## config.mk

```make
export PLATFORM = sky130hd
export DESIGN_NAME = camera_frame_writer
export DESIGN_NICKNAME = d
export VERILOG_FILES = /design/src/rtl/camera_frame_writer.sv
export SDC_FILE = /design/constraint.sdc
export NUM_CORES = 1
export LEC_CHECK = 0
export BUFFER_PORTS_ARGS = -buffer_cell sky130_fd_sc_hd__buf_2
export CAP_MARGIN = 40
export CELL_PAD_IN_SITES_DETAIL_PLACEMENT = 1
export CELL_PAD_IN_SITES_GLOBAL_PLACEMENT = 1
export CORE_MARGIN = 5
export CORE_UTILIZATION = 32
export CTS_CLUSTER_DIAMETER = 120
export DETAILED_ROUTE_END_ITERATION = 7
export PLACE_DENSITY = 0.56
export SKIP_LAST_GASP = 1
export SYNTH_ARGS = -nofsm -noshare
export SYNTH_HDL_FRONTEND = slang
export SYNTH_SLANG_ARGS = --single-unit
```

## constraint.sdc

```tcl
create_clock -name CLK -period 7.3 [get_ports CLK]
set_input_delay 0.73 -clock CLK [delete_from_list [all_inputs] [get_ports CLK]]
set_output_delay 0.73 -clock CLK [all_outputs]
set_load 0.01 [all_outputs]
```

## src/rtl/camera_frame_writer.sv

```systemverilog
// Camera frame writer: packs the OV7670 RGB565 byte stream into RGB332 pixels
// and issues writes into the 176x144 frame buffer, with frame-done pulses and
// a completed-frame counter. All logic is on the camera PCLK.
module camera_frame_writer #(
  parameter int SCREEN_WIDTH  = 176,
  parameter int SCREEN_HEIGHT = 144,
  parameter int ADDR_WIDTH    = 15
) (
  input  logic                  CLK,
  input  logic                  RESET,
  input  logic                  VSYNC,
  input  logic                  HREF,
  input  logic [7:0]            DATA_IN,
  output logic                  W_EN,
  output logic [ADDR_WIDTH-1:0] WRITE_ADDRESS,
  output logic [7:0]            PIXEL_OUT,
  output logic                  FRAME_DONE,
  output logic [7:0]            FRAME_CNT
);

  // X and Y must be able to hold their saturation values (width / height).
  localparam int XW = $clog2(SCREEN_WIDTH + 1);
  localparam int YW = $clog2(SCREEN_HEIGHT + 1);
  localparam logic [XW-1:0] X_LIM = XW'(SCREEN_WIDTH);
  localparam logic [YW-1:0] Y_LIM = YW'(SCREEN_HEIGHT);

  // VBLANK/IDLE_LINE record what the previous sample saw; FIRST/SECOND are
  // the byte phase inside an active line.
  typedef enum logic [1:0] {
    ST_VBLANK,
    ST_IDLE_LINE,
    ST_FIRST,
    ST_SECOND
  } state_e;

  state_e                state_q, state_d;
  logic [XW-1:0]         x_q, x_d;
  logic [YW-1:0]         y_q, y_d;
  logic [2:0]            r_q, r_d;
  logic [2:0]            g_q, g_d;
  logic                  line_seen_q, line_seen_d;
  logic                  prev_href_q, prev_href_d;
  logic                  prev_vsync_q, prev_vsync_d;
  logic                  w_en_q, w_en_d;
  logic [ADDR_WIDTH-1:0] addr_q, addr_d;
  logic [7:0]            pix_q, pix_d;
  logic                  done_q, done_d;
  logic [7:0]            cnt_q, cnt_d;
  logic [ADDR_WIDTH-1:0] lin_addr;

  assign lin_addr = ADDR_WIDTH'(x_q)
                  + ADDR_WIDTH'(y_q) * ADDR_WIDTH'(SCREEN_WIDTH);

  assign W_EN          = w_en_q;
  assign WRITE_ADDRESS = addr_q;
  assign PIXEL_OUT     = pix_q;
  assign FRAME_DONE    = done_q;
  assign FRAME_CNT     = cnt_q;

  // State and output registers, cleared asynchronously.
  always_ff @(posedge CLK or posedge RESET) begin
    if (RESET) begin
      state_q      <= ST_FIRST;
      x_q          <= '0;
      y_q          <= '0;
      r_q          <= '0;
      g_q          <= '0;
      line_seen_q  <= 1'b0;
      prev_href_q  <= 1'b0;
      prev_vsync_q <= 1'b0;
      w_en_q       <= 1'b0;
      addr_q       <= '0;
      pix_q        <= '0;
      done_q       <= 1'b0;
      cnt_q        <= '0;
    end else begin
      state_q      <= state_d;
      x_q          <= x_d;
      y_q          <= y_d;
      r_q          <= r_d;
      g_q          <= g_d;
      line_seen_q  <= line_seen_d;
      prev_href_q  <= prev_href_d;
      prev_vsync_q <= prev_vsync_d;
      w_en_q       <= w_en_d;
      addr_q       <= addr_d;
      pix_q        <= pix_d;
      done_q       <= done_d;
      cnt_q        <= cnt_d;
    end
  end

  // Next-state: VSYNC overrides everything, then active-line byte packing,
  // then end-of-line bookkeeping on the HREF falling edge.
  always_comb begin
    state_d      = state_q;
    x_d          = x_q;
    y_d          = y_q;
    r_d          = r_q;
    g_d          = g_q;
    line_seen_d  = line_seen_q;
    prev_href_d  = HREF;
    prev_vsync_d = VSYNC;
    w_en_d       = 1'b0;
    addr_d       = addr_q;
    pix_d        = pix_q;
    done_d       = 1'b0;
    cnt_d        = cnt_q;

    if (VSYNC) begin
      state_d = ST_VBLANK;
      x_d     = '0;
      y_d     = '0;
      if (!prev_vsync_q && line_seen_q) begin
        done_d      = 1'b1;
        cnt_d       = cnt_q + 8'd1;
        line_seen_d = 1'b0;
      end
    end else if (HREF) begin
      if (state_q == ST_SECOND) begin
        state_d = ST_FIRST;
        if (x_q < X_LIM && y_q < Y_LIM) begin
          w_en_d = 1'b1;
          addr_d = lin_addr;
          pix_d  = {r_q, g_q, DATA_IN[4:3]};
        end
        if (x_q < X_LIM) begin
          x_d = x_q + XW'(1);
        end
      end else begin
        // Any non-SECOND state (including right after blanking) starts a pixel.
        state_d = ST_SECOND;
        r_d     = DATA_IN[7:5];
        g_d     = DATA_IN[2:0];
      end
    end else begin
      state_d = ST_IDLE_LINE;
      if (prev_href_q) begin
        x_d = '0;
        if (y_q < Y_LIM) begin
          y_d         = y_q + YW'(1);
          line_seen_d = 1'b1;
        end
      end
    end
  end

endmodule

```

==> impl_metrics.yaml <==
timing:
  fin_crit_ns: 3.224
  tns_ns: 0
  hold_viol_final: 0
  max_clock_freq_mhz: 310.2
  worstMarginPinSlew_ns: 0.7014
  slew_headroom: 0.5324
  rsz0062_at_grt: "no"
  clock_skew_ns: 0.01256
  setup_viol: 0
  drv_slew: 0
  final.period_utilization: 0.4417
  setup_ws_ns: 4.076
detailed_routing:
  post-route-drc-count: 0
  wl_mm: 6.867
  drtIter0Drc: 47
  top_layer: "met4"
  drt_first_pass_iters: 4
  wl_met1_mm: 3.132
  wl_met3_um: 210
  routedWlPerCell_um: 14.25
  met2WireLength_mm: 3.410
  vias_per_cell: 4.680
  vias: 2256
  drtAntennaViolNets: 0
global_routing:
  grt.total_usage: 0.1228
  grt_pass1_vias: 2471
  antenna_found_initial: 0
  grt_max_degree: 56
  grt_remaining_overflow: 0
  grt_pass1_wl_mm: 12.27
clock_tree:
  clockBufferDepth: 2
  cts_resized: 0
  insertion_delay_ns: 0.35
  tritoncts: "yes"
  hold_buffers: 0
  cts_buffers: 9
  post_cts_buffers: 0
  cts-root-buf: "clkbuf_8"
  htree_levels: 3
  clock_sinks: 60
  clk_pin_slew_ns: 0.07
die:
  fp-row-count: 36
  die_w_um: 110.9
  floorplan.initialDensity: 0.3302
  dieHeight_um: 110.9
  core_um2: 9864
  io_pins: 45
  dieArea_um2: 12300
logic_synthesis:
  syn_area_um2: 3257
  synth_cell_types: 44
  syn_inst: 292
  syn_avg_cell_area_um2: 11.15
  synth-edff-count: 0
  seq_area_frac_synth: 0.4614
  synthArstFlopShare: 1.000
  synth_top_flop_cell: "dfrtp_1"
  syn_nets: 335
  ys_ff_latch: 60
  yosys_warnings: 0
critical_path:
  arrival_ns: 3.49
  cp-start-kind: "flop"
  slowest_delay_ns: 0.51
  cp_common_cell: "ha_1"
  crit_type: "reg2reg"
  end_kind: "flop"
  worstPathCellList: "ha_1 > ha_1 > fa_1 > ha_1 > a21oi_1 > nor2b_1 > nand3b_4 > or4_1 > a31oi_1"
  cp_slowest_cell: "or4_1"
  crit_required_ns: 7.56
  worstPathMaxFanout: 5
flow_run:
  maxCapViolCount: 0
placed_design:
  post-place-ws_ns: 4.054
  routabilityCongestion: 0.6957
  io_buffers: 44
  dp_hpwl_mm: 5.135
  dpl_cell_area_um2: 3638
layout:
  utilization: 0.3890
  drive_above_1_share: 0.2665
  area_delta_synth_final_pct: 17.83
  stdcell_area_um2: 3837
  nets: 387
  antenna_cells: 0
run_status:
  status: "finished clean"
pwr:
  power.density_nw_per_um2: 220.1
  power.leakage_nw: 1.934
  peakVddDrop_mv: 0.07281
worst_hold_path:
  hp-class: "in2async"
==> final timing paths <==
path	cells after the start	to	slack (ns)	startpoint
min in group CLK	1	FRAME_CNT[7]$_DFFE_PP0P_	0.47	FRAME_CNT[7]$_DFFE_PP0P_
min reg2reg	1	FRAME_CNT[7]$_DFFE_PP0P_	0.47	FRAME_CNT[7]$_DFFE_PP0P_
max	9	WRITE_ADDRESS[14]$_DFFE_PP0P_	4.08	y_q[0]$_DFFE_PP0P_
max in group asynchronous	3	prev_vsync_q$_DFF_PP0_	6.15	RESET
min	2	FRAME_CNT[3]$_DFFE_PP0P_	0.25	RESET
max reg2reg	9	WRITE_ADDRESS[14]$_DFFE_PP0P_	4.08	y_q[0]$_DFFE_PP0P_
==> metal layers <==
layer / GRT usage / vias up
li1: - / 1105
met1: 0.1526 / 1113
met2: 0.2035 / 28
met3: 0.03330 / 10
met4: 0.04680 / 0
met5: 0 / -
==> area by class of cell <==
cell class | instances | area [um^2]
Sequential cell | 60 | 1503
Tap cell | 133 | 166.4
Multi-Input combinational cell | 210 | 1670
Clock inverter | 7 | 75.07
Timing Repair Buffer | 46 | 235.2
Clock buffer | 9 | 123.9
Fill cell | 1108 | 6027
Inverter | 17 | 63.81
==> state kept, by name (all words and copies together) (netlist names) <==
signal and flops:
state_q 2, WRITE_ADDRESS 15, y_q 8, FRAME_DONE 1, FRAME_CNT 8, prev_vsync_q 1
prev_href_q 1, r_q 3, PIXEL_OUT 8, line_seen_q 1, W_EN 1, x_q 8
g_q 3
==> cell families after synthesis <==
kind of cell | after synthesis | synth area share
and+or+nand+nor | 84 | 0.1375
DFF | 60 | 0.4614
AOI/OAI and AO/OA | 46 | 0.08874
adders and majority gates | 31 | 0.1329
xor gates and xnor gates | 27 | 0.07722
buffers and inverters | 22 | 0.02651
muxes | 22 | 0.07568
==> placed cells by master, fill, tap and decap left out, types with 7 or more instances in the layout <==
cell      Yosys  layout
xnor2_1      14      14
nor2b_1       7       7
clkbuf_8      0       9
nand2_1      14      14
mux2_2       21      21
xor2_1       12      12
ha_1         25      25
nor2_1       35      34
inv_1        17      16
buf_2         3      44
dfrtp_1      59      59
o21ai_0      11      11
a21oi_1      16      16
==> synth_stat cells, types with 3 or more instances <==
cell / number / area share
dfrtp_1: 59 / 0.45
nor2_1: 35 / 0.040
ha_1: 25 / 0.096
mux2_2: 21 / 0.073
inv_1: 17 / 0.020
a21oi_1: 16 / 0.025
nand2_1: 14 / 0.016
xnor2_1: 14 / 0.038
xor2_1: 12 / 0.032
o21ai_0: 11 / 0.017
nor2b_1: 7 / 0.013
fa_1: 6 / 0.037
nand3_1: 5 / 0.0077
nor3_1: 4 / 0.0061
a31oi_1: 3 / 0.0058
and3_1: 3 / 0.0058
buf_2: 3 / 0.0046
nand2b_1: 3 / 0.0058
or3_1: 3 / 0.0058
==> power breakdown <==
group | internal, mW | total (mW) | switching (mW)
logic | 0.0633 | 0.134 | 0.0704
clock network | 0.160 | 0.304 | 0.145
registers | 0.378 | 0.407 | 0.0284
total | 0.601 | 0.845 | 0.243
==> stage by stage <==
step	std cells	total power, mW	hold slack, ns
finish	482	0.8447	0.2486
detailed placement	466	0.5513	0.4662
CTS	482	0.8667	0.2291
floorplan	292	0.4872	0.4442
global placement	466	0.5466	0.4629
global route	482	0.8986	0.2423
==> worst max-delay path, delay by kind of cell, from the launching register on <==
kind                     cells  cell delay [ns]
AO/OA/AOI/OAI                2             0.29
flip-flops                   1             0.45
adder cells (fa/ha/maj)      4             1.49
AND/OR/NAND/NOR              3             0.92
Power figures use the tool's default switching activity.
